--- src/rtl/prf_read_arbiter_if.sv ---
// Request/response and PRF read-port bundle between the issue queues, the read arbiter and the PRF.
// The arbiter connects through the slave modport; the queue/PRF side uses master.
interface prf_read_arbiter_if #(
  parameter int unsigned FU_COUNT     = 4,
  parameter int unsigned MAX_OPERANDS = 3,
  parameter int unsigned PRN_BITS     = 6,
  parameter int unsigned READ_PORTS   = 6
);
  logic [FU_COUNT-1:0]                                   req_valid;
  logic [FU_COUNT-1:0][MAX_OPERANDS-1:0]                 req_op_en;
  logic [FU_COUNT-1:0][MAX_OPERANDS-1:0][PRN_BITS-1:0]   req_prn;
  logic [FU_COUNT-1:0]                                   req_grant;
  logic [FU_COUNT-1:0]                                   rsp_valid;
  logic [FU_COUNT-1:0][MAX_OPERANDS-1:0][63:0]           rsp_data;
  logic [READ_PORTS-1:0]                                 prf_read_enable;
  logic [READ_PORTS-1:0][PRN_BITS-1:0]                   prf_read_prn;
  logic [READ_PORTS-1:0][63:0]                           prf_read_data;

  modport master (
    output req_valid, req_op_en, req_prn, prf_read_data,
    input  req_grant, rsp_valid, rsp_data, prf_read_enable, prf_read_prn
  );

  modport slave (
    input  req_valid, req_op_en, req_prn, prf_read_data,
    output req_grant, rsp_valid, rsp_data, prf_read_enable, prf_read_prn
  );
endinterface

--- src/rtl/prf_read_arbiter.sv ---
// Round-robin, whole-instruction arbiter sharing the PRF read ports among issue queues, with a
// one-cycle registered port map that steers returned read data back to the granted queues.
module prf_read_arbiter #(
  parameter int unsigned FU_COUNT     = 4,
  parameter int unsigned MAX_OPERANDS = 3,
  parameter int unsigned PRN_BITS     = 6,
  parameter int unsigned READ_PORTS   = 6
) (
  input logic               clk,
  input logic               rst,
  prf_read_arbiter_if.slave bus
);

  localparam int unsigned FuW   = (FU_COUNT > 1) ? $clog2(FU_COUNT) : 1;
  localparam int unsigned FuWp  = FuW + 1;
  localparam int unsigned PortW = (READ_PORTS > 1) ? $clog2(READ_PORTS) : 1;
  localparam int unsigned CntW  = $clog2(READ_PORTS + 1) + 1;

  if (READ_PORTS < MAX_OPERANDS) begin : g_port_check
    $error("prf_read_arbiter: READ_PORTS must be >= MAX_OPERANDS");
  end

  logic [FuW-1:0]                                  rr_q, rr_d;
  logic [FU_COUNT-1:0]                             grant;
  logic [FU_COUNT-1:0]                             rsp_valid_q;
  logic [FU_COUNT-1:0][MAX_OPERANDS-1:0]           lane_en_q, lane_en_d;
  logic [FU_COUNT-1:0][MAX_OPERANDS-1:0][PortW-1:0] port_map_q, port_map_d;
  logic [READ_PORTS-1:0]                           port_en;
  logic [READ_PORTS-1:0][PRN_BITS-1:0]             port_prn;

  // Walk queues from rr_q; stop at the first valid requester that does not fit so that
  // large instructions are never starved by smaller ones behind them.
  always_comb begin : arbitrate
    logic [FuWp-1:0] qi_wide;
    logic [FuW-1:0]  qi;
    logic [CntW-1:0] used;
    logic [CntW-1:0] cost;
    logic            stop;
    grant      = '0;
    port_en    = '0;
    port_prn   = '0;
    lane_en_d  = '0;
    port_map_d = '0;
    rr_d       = rr_q;
    used       = '0;
    cost       = '0;
    stop       = 1'b0;
    qi_wide    = '0;
    qi         = '0;
    for (int unsigned v = 0; v < FU_COUNT; v++) begin
      qi_wide = {1'b0, rr_q} + FuWp'(v);
      if (qi_wide >= FuWp'(FU_COUNT)) begin
        qi_wide = qi_wide - FuWp'(FU_COUNT);
      end
      qi   = qi_wide[FuW-1:0];
      cost = '0;
      for (int unsigned k = 0; k < MAX_OPERANDS; k++) begin
        cost = cost + CntW'(bus.req_op_en[qi][k]);
      end
      if (bus.req_valid[qi] && !stop) begin
        if (cost <= CntW'(READ_PORTS) - used) begin
          grant[qi] = 1'b1;
          for (int unsigned k = 0; k < MAX_OPERANDS; k++) begin
            if (bus.req_op_en[qi][k]) begin
              port_en[PortW'(used)]  = 1'b1;
              port_prn[PortW'(used)] = bus.req_prn[qi][k];
              lane_en_d[qi][k]       = 1'b1;
              port_map_d[qi][k]      = PortW'(used);
              used                   = used + CntW'(1);
            end
          end
          rr_d = (qi == FuW'(FU_COUNT - 1)) ? '0 : qi + FuW'(1);
        end else begin
          stop = 1'b1;
        end
      end
    end
  end

  always_ff @(posedge clk) begin
    if (rst) begin
      rr_q        <= '0;
      rsp_valid_q <= '0;
      lane_en_q   <= '0;
      port_map_q  <= '0;
    end else begin
      rr_q        <= rr_d;
      rsp_valid_q <= grant;
      lane_en_q   <= lane_en_d;
      port_map_q  <= port_map_d;
    end
  end

  assign bus.req_grant       = rst ? '0 : grant;
  assign bus.prf_read_enable = rst ? '0 : port_en;
  assign bus.prf_read_prn    = rst ? '0 : port_prn;
  assign bus.rsp_valid       = rsp_valid_q;

  always_comb begin
    bus.rsp_data = '0;
    for (int unsigned i = 0; i < FU_COUNT; i++) begin
      for (int unsigned k = 0; k < MAX_OPERANDS; k++) begin
        if (rsp_valid_q[i] && lane_en_q[i][k]) begin
          bus.rsp_data[i][k] = bus.prf_read_data[port_map_q[i][k]];
        end
      end
    end
  end

endmodule

--- src/flat_wrapper.sv ---
// flat-port wrapper written by rule: the top's interface ports become plain ports
module prf_read_arbiter_flat 
#(
  parameter int unsigned FU_COUNT     = 4,
  parameter int unsigned MAX_OPERANDS = 3,
  parameter int unsigned PRN_BITS     = 6,
  parameter int unsigned READ_PORTS   = 6
)
  (clk, rst, bus_req_valid, bus_req_op_en, bus_req_prn, bus_prf_read_data, bus_req_grant, bus_rsp_valid, bus_rsp_data, bus_prf_read_enable, bus_prf_read_prn);
  prf_read_arbiter_if #(.FU_COUNT(FU_COUNT), .MAX_OPERANDS(MAX_OPERANDS), .PRN_BITS(PRN_BITS), .READ_PORTS(READ_PORTS)) bus_i ();
  input logic clk;
  input logic rst;
  input wire logic [$bits(bus_i.req_valid)-1:0] bus_req_valid;
  input wire logic [$bits(bus_i.req_op_en)-1:0] bus_req_op_en;
  input wire logic [$bits(bus_i.req_prn)-1:0] bus_req_prn;
  input wire logic [$bits(bus_i.prf_read_data)-1:0] bus_prf_read_data;
  output wire logic [$bits(bus_i.req_grant)-1:0] bus_req_grant;
  output wire logic [$bits(bus_i.rsp_valid)-1:0] bus_rsp_valid;
  output wire logic [$bits(bus_i.rsp_data)-1:0] bus_rsp_data;
  output wire logic [$bits(bus_i.prf_read_enable)-1:0] bus_prf_read_enable;
  output wire logic [$bits(bus_i.prf_read_prn)-1:0] bus_prf_read_prn;
  assign bus_i.req_valid = bus_req_valid;
  assign bus_i.req_op_en = bus_req_op_en;
  assign bus_i.req_prn = bus_req_prn;
  assign bus_i.prf_read_data = bus_prf_read_data;
  assign bus_req_grant = bus_i.req_grant;
  assign bus_rsp_valid = bus_i.rsp_valid;
  assign bus_rsp_data = bus_i.rsp_data;
  assign bus_prf_read_enable = bus_i.prf_read_enable;
  assign bus_prf_read_prn = bus_i.prf_read_prn;
  prf_read_arbiter #(.FU_COUNT(FU_COUNT), .MAX_OPERANDS(MAX_OPERANDS), .PRN_BITS(PRN_BITS), .READ_PORTS(READ_PORTS)) u_core (.clk(clk), .rst(rst), .bus(bus_i));
endmodule
--- config.mk ---
export PLATFORM = sky130hd
export DESIGN_NAME = prf_read_arbiter_flat
export DESIGN_NICKNAME = d
export VERILOG_FILES = /design/src/rtl/prf_read_arbiter_if.sv /design/src/rtl/prf_read_arbiter.sv /design/src/flat_wrapper.sv
export SDC_FILE = /design/constraint.sdc
export NUM_CORES = 2
export LEC_CHECK = 0
export ABC_CLOCK_PERIOD_IN_PS = 20000
export BUFFER_PORTS_ARGS = -buffer_cell sky130_fd_sc_hd__buf_2
export CAP_MARGIN = 20
export CORE_AREA = 2 2 497 499
export CTS_BUF_LIST = sky130_fd_sc_hd__clkbuf_4
export CTS_CLUSTER_SIZE = 24
export DETAILED_ROUTE_END_ITERATION = 10
export DIE_AREA = 0 0 499 501
export SKIP_CTS_REPAIR_TIMING = 1
export SYNTH_ARGS = -nofsm -noshare
export SYNTH_HDL_FRONTEND = slang
export SYNTH_SLANG_ARGS = --single-unit
export TNS_END_PERCENT = 20
--- constraint.sdc ---
create_clock -name clk -period 20 [get_ports clk]
set_input_delay 3 -clock clk [delete_from_list [all_inputs] [get_ports clk]]
set_output_delay 3 -clock clk [all_outputs]
set_load 0.03 [all_outputs]
==> flow_summary.ini <==
[final_layout]
finalInstanceArea_sq_um = 58500
final_cells = 9318
ff_latch_area_sq_um = 1180
syn2layout_area_growth_pct = 16.9
final_util_pct = 23.9
nFillCells = 26800
multi_input_area_sq_um = 45200
final_nets = 6527
drive_above_1_share_pct = 53.0

[worst_setup_path]
worst_r2r_path_depth = 45
reg2reg_slack_ps = 6790
worstPathArrival_ps = 14800
cp_slowest_cell = o32ai_2
critPathLaunch = bus_req_op_en[9]
reg2reg_from = u_core.rr_q[0]
worstPathMaxFanout = 15
crit_top_cell = ha_1
slowest_delay_ps = 800
worstSetupPathType = primary input to output port
crit_path_start_kind = primary input
worstPathRequired_ps = 17000
r2r_end = u_core.port_map_q[17]
endpoint_kind = output port

[pwr]
peakVddDrop_mv = 0.435
internal-power_mw = 3.87
pwr-share-clk_pct = 0.7
p_seq_share_pct = 3.6
pwr-share-comb_pct = 95.7
p_leak_nw = 21.2
netSwitchingPower_mw = 7.33
p_sw_share_pct = 65.5
power.density_nw_per_um2 = 192

[sta]
setup_viol_count_final = 0
max_freq_mhz = 56.2
fin_crit_ps = 17800
fin_worst_skew_ps = 50.4
slew_headroom_pct = 21.4
tns_ps = 0
finalHoldViolations = 0
finalMaxSlewViolations = 0
period_share_pct = 89.0
tightest_slew_ps = 1180
rsz0062_at_grt = false

[logic_synthesis]
async_flop_share_pct = 0
synth-seq-area-share_pct = 2.16
netlist_area_sq_um = 50000
ys_seq_elements = 54
synthFlopType = dfxtp_1
ys_warn_count = 0
synth_edf_count = 0
syn_nets = 6081
synth_cells = 5574
yosysUniqueCellTypes = 95
syn_avg_cell_area_sq_um = 8.98

[placed_design]
hpwlAfterDp_um = 300000
placed_area_sq_um = 58200
gp_congestion = 1.03
port_buffers = 1291
dpl.cell_count = 9231

[min_path]
min-delay-start = u_core.rr_q[0]
holdCritPathClass = register to register
hold_end = u_core.rr_q[0]
min_path_cells = 3

[grt]
grt_pass1_wl_um = 543000
grt_pass1_vias = 59300
grt.overflow.total = 0
antenna_found_initial = 80
grt_max_degree = 67
grt_util_all_layers_pct = 31.1

[floorplanning]
io_pins = 1292
fp.dieH_um = 501
num_rows = 182
start_util_pct = 20.4
dieArea_sq_um = 250000
coreArea_sq_um = 245000
die_x_um = 499

[detailed_routing]
ant_nets = 0
post_drt_via_cell_ratio = 6.73
routedWlPerCell_um = 44.0
first_iter_violations = 11200
num_vias = 62700
firstDrtPassIters = 9
routed_wirelength_um = 410000
drc = 0

[clocking]
clock_path_buffers = 2
insertion_delay_ps = 460
cts_buffers = 5
cts-root-buf = clkbuf_4
htreeDepth = 2
clk_pin_slew_ps = 230
tritoncts = built
clkSinkCount = 54

[outcome]
status = complete, no violations

[job]
drv_cap = 0
[synth_stat cells (17+ instances only)]
master,count,area [sq um]
a211oi_1,23,173
ha_1,30,375
buf_1,98,368
mux4_2,844,19000
o211ai_1,38,285
a221oi_1,17,149
and2_1,19,119
mux2_2,796,8960
a211o_1,20,175
nor2_1,924,3470
a311oi_1,18,158
mux2i_1,64,641
xnor2_1,17,149
and3_1,25,156
a31oi_1,51,319
nand2_1,182,683
nand3_1,60,300
o21ai_0,71,355
clkbuf_1,880,3300
buf_2,17,85.1
nor3_1,55,275
dfxtp_1,54,1080
a22oi_1,798,5990
inv_1,41,154
a21oi_1,145,726
[worst max-delay path by stage]
stage | to | cells after the start | slack, ps
2_1_floorplan | bus_prf_read_prn[16] | 48 | 3810
3_3_place_gp | bus_prf_read_prn[28] | 47 | 2710
3_5_place_dp | bus_prf_read_prn[16] | 44 | 2590
4_1_cts | bus_prf_read_prn[16] | 44 | 2530
5_1_grt | bus_prf_read_prn[16] | 44 | 1810
6_report | bus_prf_read_prn[16] | 44 | 2200
[kinds of logic after synthesis]
family	after synthesis	synth area share, %
buffers and inverters	1046	7.90
adder cells (fa/ha/maj)	34	0.890
AND/OR/NAND/NOR	1326	10.8
AO/OA/AOI/OAI	1374	20.0
flip-flops	54	2.16
XOR/XNOR	32	0.920
multiplexers	1708	57.3
[metal layers]
metal  part of all wire (%)  up-vias  global-route usage, %
li1                       -    23000                      -
met1                     35    31300                   36.4
met2                     41     6696                   45.8
met3                     14     1701                   12.0
met4                     10       22                   23.5
met5                  0.038        -                  0.386
[placed cells by master, fill, tap and decap left out, types with 51 or more instances in the layout]
cell type | synthesis | layout
a31oi_1 | 51 | 51
o21ai_0 | 71 | 68
mux2_2 | 796 | 796
buf_4 | 1 | 141
mux4_2 | 844 | 844
nand3_1 | 60 | 59
diode_2 | 0 | 77
mux2i_1 | 64 | 63
nor3_1 | 55 | 53
a21oi_1 | 145 | 144
nor2_1 | 924 | 911
a22oi_1 | 798 | 798
buf_2 | 17 | 1291
nand2_1 | 182 | 170
[power by group through the flow]
stage	registers [mW]	clock network (mW)	logic, mW
floorplan	0.156	0	6.97
global placement	0.397	0	10.3
detailed placement	0.400	0	10.4
CTS	0.396	0.0785	10.4
global route	0.404	0.0822	11.1
finish	0.400	0.0797	10.7
[cell type report]
type                    instances  area share, %
clock inverters                 1         0.0514
well taps                    3220           6.89
clock buffers                   7         0.0899
flip-flops and latches         54           2.01
multi-input cells            4474           77.3
inverters                      50          0.372
repair buffers               1435           12.9
diodes                         77          0.329
[registers in the layout, summed over array words and instances, names as in the netlist]
| signal | flops |
|---|---|
| u_core.port_map_q | 36 |
| u_core.lane_en_q | 12 |
| u_core.bus.rsp_valid | 4 |
| u_core.rr_q | 2 |
[through the flow]
step / power [mW] / setup WS (ps) / hold WS (ps)
4_1_cts: 10.9 / 2530 / 1170
2_1_floorplan: 7.13 / 3810 / 969
6_report: 11.2 / 2200 / 1170
3_5_place_dp: 10.8 / 2590 / 1130
3_3_place_gp: 10.7 / 2710 / 1140
5_1_grt: 11.6 / 1810 / 1230
[critical path, delay by kind of cell]
kind	cells	cell delay, ps
AND/OR/NAND/NOR	8	2300
adder cells (fa/ha/maj)	7	2350
multiplexers	2	760
XOR/XNOR	3	900
AO/OA/AOI/OAI	12	3250
buffers and inverters	12	2170
(Power assumes the default switching activity.)
